[src/rtl/i2s_rx.sv]
// I2S receiver: oversamples sclk/lrclk/sdin on clk_12_288 and presents complete stereo frames.
// Latency: frame loaded 3 clk_12_288 cycles after the final right-bit sclk rising edge at the pin.
// Backpressure: valid/ready hold; a frame not yet accepted is overwritten and flagged by overrun.
// Optional I2S_RX_ERR_CHECK_EN: slot-length check with frame_err pulse and frame drop.
`timescale 1ns/1ps
module i2s_rx #(
    parameter int DATA_WIDTH = 24,
    parameter int SLOT_WIDTH = 32
) (
    input  logic                  clk_12_288,
    input  logic                  reset_n,
    input  logic                  sclk,
    input  logic                  lrclk,
    input  logic                  sdin,
    output logic [DATA_WIDTH-1:0] left_data,
    output logic [DATA_WIDTH-1:0] right_data,
    output logic                  out_valid,
    input  logic                  out_ready,
    output logic                  overrun,
    output logic                  frame_err
);
    localparam int CW = $clog2(SLOT_WIDTH + 1);
    localparam logic [CW-1:0] CNT_MAX  = {CW{1'b1}};
    localparam logic [CW-1:0] CNT_DATA = CW'(DATA_WIDTH);
`ifdef I2S_RX_ERR_CHECK_EN
    localparam logic [CW-1:0] CNT_SLOT = CW'(SLOT_WIDTH);
`endif

    typedef enum logic [1:0] {SYNC, LEFT, RIGHT} state_t;

    logic [1:0]            sclk_sync;
    logic [1:0]            lrclk_sync;
    logic [1:0]            sdin_sync;
    logic                  sclk_prev;
    logic                  lr_prev;
    state_t                state;
    state_t                state_nxt;
    logic [CW-1:0]         cnt;
    logic [CW-1:0]         cnt_nxt;
    logic [CW-1:0]         cnt_inc;
    logic [DATA_WIDTH-1:0] shreg;
    logic [DATA_WIDTH-1:0] shreg_nxt;
    logic [DATA_WIDTH-1:0] shift_nxt;
    logic [DATA_WIDTH-1:0] left_hold;
    logic [DATA_WIDTH-1:0] left_hold_nxt;
    logic                  bit_rise;
    logic                  lr_s;
    logic                  sd_s;
    logic                  boundary;
    logic                  frame_done;
`ifdef I2S_RX_ERR_CHECK_EN
    logic                  slot_err;
`endif

    assign bit_rise = sclk_sync[1] & ~sclk_prev;
    assign lr_s     = lrclk_sync[1];
    assign sd_s     = sdin_sync[1];
    assign boundary = bit_rise && (lr_s != lr_prev);
    assign cnt_inc  = (cnt == CNT_MAX) ? cnt : cnt + CW'(1);

    // Only slot bit indices below DATA_WIDTH enter the word; padding bits are dropped.
    always_comb begin
        shift_nxt = shreg;
        if (cnt < CNT_DATA) begin
            shift_nxt = (shreg << 1) | DATA_WIDTH'(sd_s);
        end
    end

    always_ff @(posedge clk_12_288 or negedge reset_n) begin
        if (!reset_n) begin
            sclk_sync  <= '0;
            lrclk_sync <= '0;
            sdin_sync  <= '0;
            sclk_prev  <= 1'b0;
            lr_prev    <= 1'b0;
            state      <= SYNC;
            cnt        <= '0;
            shreg      <= '0;
            left_hold  <= '0;
        end else begin
            sclk_sync  <= {sclk_sync[0], sclk};
            lrclk_sync <= {lrclk_sync[0], lrclk};
            sdin_sync  <= {sdin_sync[0], sdin};
            sclk_prev  <= sclk_sync[1];
            if (bit_rise) begin
                lr_prev <= lr_s;
            end
            state     <= state_nxt;
            cnt       <= cnt_nxt;
            shreg     <= shreg_nxt;
            left_hold <= left_hold_nxt;
        end
    end

    // The edge that first shows a new lrclk level carries the last bit of the ending slot.
    always_comb begin
        state_nxt     = state;
        cnt_nxt       = cnt;
        shreg_nxt     = shreg;
        left_hold_nxt = left_hold;
        frame_done    = 1'b0;
`ifdef I2S_RX_ERR_CHECK_EN
        slot_err      = 1'b0;
`endif
        if (bit_rise) begin
            case (state)
                SYNC: begin
                    if (lr_prev && !lr_s) begin
                        state_nxt = LEFT;
                    end
                end
                LEFT, RIGHT: begin
                    cnt_nxt   = cnt_inc;
                    shreg_nxt = shift_nxt;
                    if (boundary) begin
                        cnt_nxt   = '0;
                        shreg_nxt = '0;
`ifdef I2S_RX_ERR_CHECK_EN
                        if (cnt_inc != CNT_SLOT) begin
                            slot_err  = 1'b1;
                            state_nxt = lr_s ? SYNC : LEFT;
                        end else if (state == LEFT) begin
                            left_hold_nxt = shift_nxt;
                            state_nxt     = RIGHT;
                        end else begin
                            frame_done = 1'b1;
                            state_nxt  = LEFT;
                        end
`else
                        if (state == LEFT) begin
                            left_hold_nxt = shift_nxt;
                            state_nxt     = RIGHT;
                        end else begin
                            frame_done = 1'b1;
                            state_nxt  = LEFT;
                        end
`endif
                    end
                end
                default: state_nxt = SYNC;
            endcase
        end
    end

    // Outputs change only on a completed frame, so partial words never appear.
    always_ff @(posedge clk_12_288 or negedge reset_n) begin
        if (!reset_n) begin
            left_data  <= '0;
            right_data <= '0;
            out_valid  <= 1'b0;
            overrun    <= 1'b0;
        end else begin
            overrun <= 1'b0;
            if (frame_done) begin
                left_data  <= left_hold;
                right_data <= shift_nxt;
                out_valid  <= 1'b1;
                overrun    <= out_valid && !out_ready;
            end else if (out_valid && out_ready) begin
                out_valid <= 1'b0;
            end
        end
    end

`ifdef I2S_RX_ERR_CHECK_EN
    always_ff @(posedge clk_12_288 or negedge reset_n) begin
        if (!reset_n) begin
            frame_err <= 1'b0;
        end else begin
            frame_err <= slot_err;
        end
    end
`else
    assign frame_err = 1'b0;
`endif

endmodule

[config.mk]
export PLATFORM = sky130hd
export DESIGN_NAME = i2s_rx
export DESIGN_NICKNAME = d
export VERILOG_FILES = /design/src/rtl/i2s_rx.sv
export SDC_FILE = /design/constraint.sdc
export NUM_CORES = 1
export LEC_CHECK = 0
export CORE_MARGIN = 3
export CORE_UTILIZATION = 56
export DETAILED_ROUTE_END_ITERATION = 7
export PLACE_DENSITY = 0.8
export RECOVER_POWER = 50
export SETUP_SLACK_MARGIN = 0.3
export SLEW_MARGIN = 10
export SYNTH_ARGS = -nofsm -noshare
export SYNTH_HDL_FRONTEND = slang
export SYNTH_SLANG_ARGS = --single-unit
[constraint.sdc]
create_clock -name clk_12_288 -period 1.97 [get_ports clk_12_288]
set_input_delay 0.2955 -clock clk_12_288 [delete_from_list [all_inputs] [get_ports clk_12_288]]
set_output_delay 0.2955 -clock clk_12_288 [all_outputs]
set_load 0.01 [all_outputs]
==> qor.csv, run 1 <==
metric,value,unit
tritoncts,done,
cts_sinks,114,
ir_worst_vdd,0.763,mV
outcome,"finished, final reports clean",
crit_chain,"ha_4, nor3b_4, and3_4, buf_16, mux2_4",
route.antenna.remaining_nets,0,
grt_pass1_vias,3801,
cp_max_fo,20,
maxCapViolCount,0,
fin_area,0.00671,mm2
required,2360,ps
setup_viol,0,
avgViaCountPerCell,6.07,
tns,0,ps
worst-path-stages,5,
power_density,1110,mW/mm2
die_w,102,um
synth_enable_flop_cells,0,
synth_area,0.00516,mm2
slew_headroom,45.5,%
cp-end-kind,flip-flop,
fin_util,75.8,%
start_util,58.3,%
path_buf_inv,1,
dr.pass1.iters,5,
ff_latch_area,0.00286,mm2
core,0.00885,mm2
leakage,3.34,nW
worst_pin_slew,818,ps
route.detailed.drc,0,
worstRegToRegCells,5,
htree_levels,4,
layout-drive-gt1-share,30.4,%
drv_slew,0,
fin_crit_sh,93.2,%
synth_flop_cell,dfrtp_1,
num_rows,34,
drt-initial-drc-count,356,
dpl.hpwl,6670,um
synth_nets,422,
wl_per_cell,19.6,um
synth.avg_cell_area,12.6,um2
final_nets,497,
fmax,545,MHz
ys.warnings.count,0,
rsz0062_at_grt,true,
dieArea,0.0104,mm2
syn_inst,410,
place_area,0.00585,mm2
ys_seq_elements,114,
cts_buffers,17,
grt_max_degree,35,
setup_ws,134,ps
gr-total-overflow,0,
yosysSeqAreaShare,55.3,%
crit_family,simple AND/OR/NAND/NOR gates,
startpoint_type,flip-flop,
grt.total_usage,23.6,%
die_h,102,um
n_fill_cell,557,
yosys.cell_types.count,42,
routed_wirelength,11800,um
async_flop_share,100,%
port_buffers,55,
clk_latency,510,ps
critical_path_arrival,2230,ps
pre_cts_slack,108,ps
via_count,3669,
fin_crit,1840,ps
grt_pass1_wl,18900,um
hold_class,primary input to async pin,
antenna_found_initial,0,
areaGrowthSynthToFinish,29.9,%
cts-root-buf,clkbuf_8,
critical_path_class,flip-flop to flip-flop,
io_pins,57,
clk_pin_slew_worst_paths,50,ps
fin_skew,7.81,ps
hold_viol,0,
multi_input_area,0.00221,mm2
gp_congestion,0.877,
n_antenna_cell,0,
crit_path_max_incr_delay,410,ps
worst_path_max_delay_cell,dfrtp_1,
clk_path_buf_depth,2,
-- power by group --
group	internal (mW)	switching, mW	leakage [nW]
Sequential	2.68	0.318	1.52
Combinational	0.841	0.868	1.55
Clock	1.78	0.989	0.270
Total	5.30	2.18	3.34
-- worst register-to-register path, delay by kind of cell, from the launching register on --
family / cells / cell delay [ps]
adders and majority gates: 1 / 240
buffers and inverters: 1 / 220
DFF: 1 / 410
muxes: 1 / 320
and+or+nand+nor: 2 / 530
-- synthesized netlist by cell type, types with 5 or more instances --
master	n	area share, %
a31oi_1	21	2.5
buf_2	9	0.87
buf_6	7	1.5
clkbuf_1	12	0.87
dfrtp_1	114	55
ha_1	6	1.5
inv_1	5	0.36
mux2_1	7	1.5
mux2_2	21	4.6
mux2_4	48	14
nand2_1	39	2.8
nand3_1	48	4.7
nand4_1	23	2.8
nor2_1	9	0.65
-- sequential cells by signal (all words and copies together) (netlist names) --
name and flops:
left_data 24, left_hold 24, right_data 24, shreg 24, cnt 6, lrclk_sync 2, sclk_sync 2, sdin_sync 2
state 2, lr_prev 1, out_valid 1, overrun 1, sclk_prev 1
-- cells in the final DEF (no fill, tap or decap), types with 3 or more instances in the layout --
| master | n |
|---|---|
| dfrtp_1 | 112 |
| mux2_4 | 63 |
| dlygate4sd2_1 | 49 |
| nand3_1 | 48 |
| nand2_1 | 39 |
| nand4_1 | 23 |
| a31oi_1 | 21 |
| clkbuf_16 | 18 |
| buf_4 | 15 |
| mux2_2 | 11 |
| nor2_1 | 9 |
| clkbuf_8 | 5 |
| clkinv_2 | 5 |
| buf_12 | 5 |
| dlygate4sd3_1 | 4 |
| inv_2 | 3 |
| o21ai_0 | 3 |
| ha_4 | 3 |
| ha_1 | 3 |
| clkbuf_1 | 3 |
| clkbuf_2 | 3 |
-- cell type report --
type	count	area share (%)
sequential	114	42.6
multi-input combinational	258	33.0
timing repair buffer	88	14.0
clock buffer	24	7.17
tap	108	2.02
clock inverter	6	0.821
inverter	6	0.373
-- logic make-up (layout without fill, tap and decap cells) --
kind of cell	after synthesis	after routing	synth area share [%]
AO/OA/AOI/OAI	43	43	5.87
adder cells (fa/ha/maj)	6	6	1.45
buffers and inverters	38	124	4.22
flip-flops	114	114	55.3
multiplexers	78	78	20.5
other	1	1	0.0727
AND/OR/NAND/NOR	130	130	12.6
-- stage by stage --
stage | power (mW) | cells | hold WS (ps)
2_1_floorplan | 3.88 | 410 | -0.0911
3_3_place_gp | 4.43 | 560 | 232
3_5_place_dp | 4.49 | 560 | 230
4_1_cts | 7.29 | 596 | 212
5_1_grt | 7.78 | 604 | 266
6_report | 7.47 | 604 | 243
-- routing by layer --
metal / part of all wire [%] / wire, um / global-route usage [%]
met5: 0 / 0 / 0
met4: 1.4 / 164 / 7.87
met3: 5.3 / 626 / 7.17
met2: 54 / 6360 / 41.3
met1: 39 / 4670 / 27.6
-- timing repair --
item,in CTS,in global routing
endpoints found under the setup margin,114,90
gates cloned,4,2
hold endpoints to repair,22,0
pin swaps,2,3
resized for setup,65,31
hold buffers,1,0
buffers inserted,1,6
-- path summary, 6_finish.rpt --
path	start	end	slack, ps
hold reg to reg	sdin_sync[0]$_DFF_PN0_	sdin_sync[1]$_DFF_PN0_	350
min in group clk_12_288	sdin	sdin_sync[0]$_DFF_PN0_	340
hold / removal	reset_n	out_valid$_DFFE_PN0P_	240
setup / recovery	lr_prev$_DFFE_PN0P_	left_data[12]$_DFFE_PN0P_	130
setup reg to reg	lr_prev$_DFFE_PN0P_	left_data[12]$_DFFE_PN0P_	130
max in group asynchronous	reset_n	cnt[3]$_DFFE_PN0P_	580
Power figures use the tool's default switching activity.
==> inputs of run 2 (changes only) <==
- PLACE_DENSITY: 0.8 -> not set
- PLACE_DENSITY_LB_ADDON: not set -> 0.05
- SLEW_MARGIN: 10 -> not set
==> qor.csv, run 2 (synthesized netlist as in run 1, its figures left out) <==
metric,value,unit
outcome,"finished, final reports clean",
cp-end-kind,flip-flop,
cts_buffers,17,
worst_path_max_delay_cell,dfrtp_1,
pre_cts_slack,196,ps
rsz0062_at_grt,true,
fmax,564,MHz
crit_chain,"inv_2, ha_4, nor3b_2, and3_4, buf_12, mux2_2",
startpoint_type,flip-flop,
routed_wirelength,10800,um
worst_pin_slew,732,ps
rrSetupSlack,200,ps
critical_path_arrival,2170,ps
holdPathStages,1,
leakage,3.28,nW
start_util,58.3,%
dpl.hpwl,6530,um
crit_path_max_incr_delay,370,ps
fin_crit,1770,ps
total_power,7.50,mW
hold_class,primary input to flip-flop,
tns,0,ps
num_rows,34,
setup_viol,0,
final_cell_mix,"113 x dfrtp_1, 54 x mux2_4, 50 x dlygate4sd2_1",
setup_ws,197,ps
htree_levels,4,
min_to,sclk_sync[0]$_DFF_PN0_,
met2_usage,34.5,%
route.antenna.remaining_nets,0,
use_met1,28.6,%
clk_path_buf_depth,2,
drt-initial-drc-count,213,
grt_max_degree,47,
hold_viol,0,
clk_latency,510,ps
multi_input_area,0.00215,mm2
gr-total-overflow,0,
grt.busiest_layer,met2,
clk_pin_slew_worst_paths,50,ps
grt_pass1_wl,17400,um
tritoncts,done,
grt_pass1_vias,3485,
dr.pass1.iters,5,
worstRegToRegCells,6,
critical_path_class,flip-flop to flip-flop,
avgViaCountPerCell,5.93,
wl_per_cell,18.0,um
final_nets,493,
core,0.00885,mm2
n_fill_cell,593,
slew_headroom,51.2,%
cts-root-buf,clkbuf_8,
worstSetupStartpoint,lrclk_sync[1]$_DFF_PN0_,
fin_crit_sh,90.0,%
via_count,3567,
power_density,1140,mW/mm2
die_h,102,um
dieArea,0.0104,mm2
drv_slew,0,
required,2360,ps
die_w,102,um
fin_skew,7.36,ps
layout-drive-gt1-share,28.3,%
grt.total_usage,21.4,%
cp_max_fo,16,
cts_sinks,114,
antenna_found_initial,0,
io_pins,57,
rr_endpoint,right_data[10]$_DFFE_PN0P_,
route.detailed.drc,0,
maxCapViolCount,0,
ir_worst_vdd,0.708,mV
n_antenna_cell,0,
r2r-start,lrclk_sync[1]$_DFF_PN0_,
gp_congestion,0.781,
port_buffers,55,
ff_latch_area,0.00285,mm2
grt_use_met3,5.19,%
min_from,sclk,
areaGrowthSynthToFinish,27.9,%
layout_commonest_cell,dfrtp_1,
==> run 2: changes by cell type in the layout (fill, tap and decap cells not counted), moves of 3 or more <==
cell	previous run	this run
mux2_1	2	7
buf_4	15	10
mux2_2	11	15
clkinvlp_4	0	3
mux2_4	63	54
==> run 2: how the worst max path moves through the flow <==
stage                                       endpoint  depth (start not counted)  slack, ps
after floorplan           right_data[22]$_DFFE_PN0P_                          7        300
after detailed placement   right_data[9]$_DFFE_PN0P_                          6        200
after global placement     left_data[23]$_DFFE_PN0P_                          6        220
after global routing      right_data[12]$_DFFE_PN0P_                          6        100
final                     right_data[10]$_DFFE_PN0P_                          6        200
after CTS                  right_data[6]$_DFFE_PN0P_                          6        210
==> run 2: critical path: cells and delay by family, from the launching register on <==
kind          cells  cell delay, ps
simple gates      2             470
flops             1             370
mux               1             350
buf+inv           2             240
fa+ha+maj         1             210
==> run 2: final cells by class <==
| class | instances | share of cell area, % |
|---|---|---|
| sequential | 114 | 43.2 |
| multi-input combinational | 258 | 32.6 |
| timing repair buffer | 84 | 12.9 |
| clock buffer | 22 | 6.86 |
| tap | 108 | 2.05 |
| clock inverter | 10 | 2.01 |
| inverter | 6 | 0.341 |
==> run 2: what timing repair did <==
| action | 4_1_cts | 5_1_grt |
|---|---|---|
| hold buffers | 1 | 0 |
| hold endpoints to repair | 26 | 0 |
| setup buffers | 1 | 3 |
| gates cloned | 0 | 3 |
| resized for setup | 53 | 19 |
| setup endpoints to repair | 104 | 88 |
==> run 2: stage by stage <==
stage / std cells / cell area, um2 / hold slack, ps / utilization [%]
6_report: 602 / 6600 / 338 / 74.6
5_1_grt: 602 / 6600 / 341 / 74.6
4_1_cts: 596 / 6460 / 214 / 73.0
3_5_place_dp: 562 / 5910 / 251 / 66.8
3_3_place_gp: 562 / 5910 / 250 / 66.8
2_1_floorplan: 410 / 5180 / -0.0911 / -
==> run 2: per-layer routing <==
layer | up-vias | part of all wire (%)
met5 | - | 0
met4 | 0 | 1.3
met3 | 13 | 4.1
met2 | 82 | 50
met1 | 1835 | 44
li1 | 1637 | -
==> run 2: report_power, final <==
part / switching [mW] / total, mW / internal [mW]
logic: 0.809 / 1.54 / 0.731
registers: 0.283 / 2.96 / 2.68
clock network: 1.02 / 3.00 / 1.98
total: 2.11 / 7.50 / 5.39
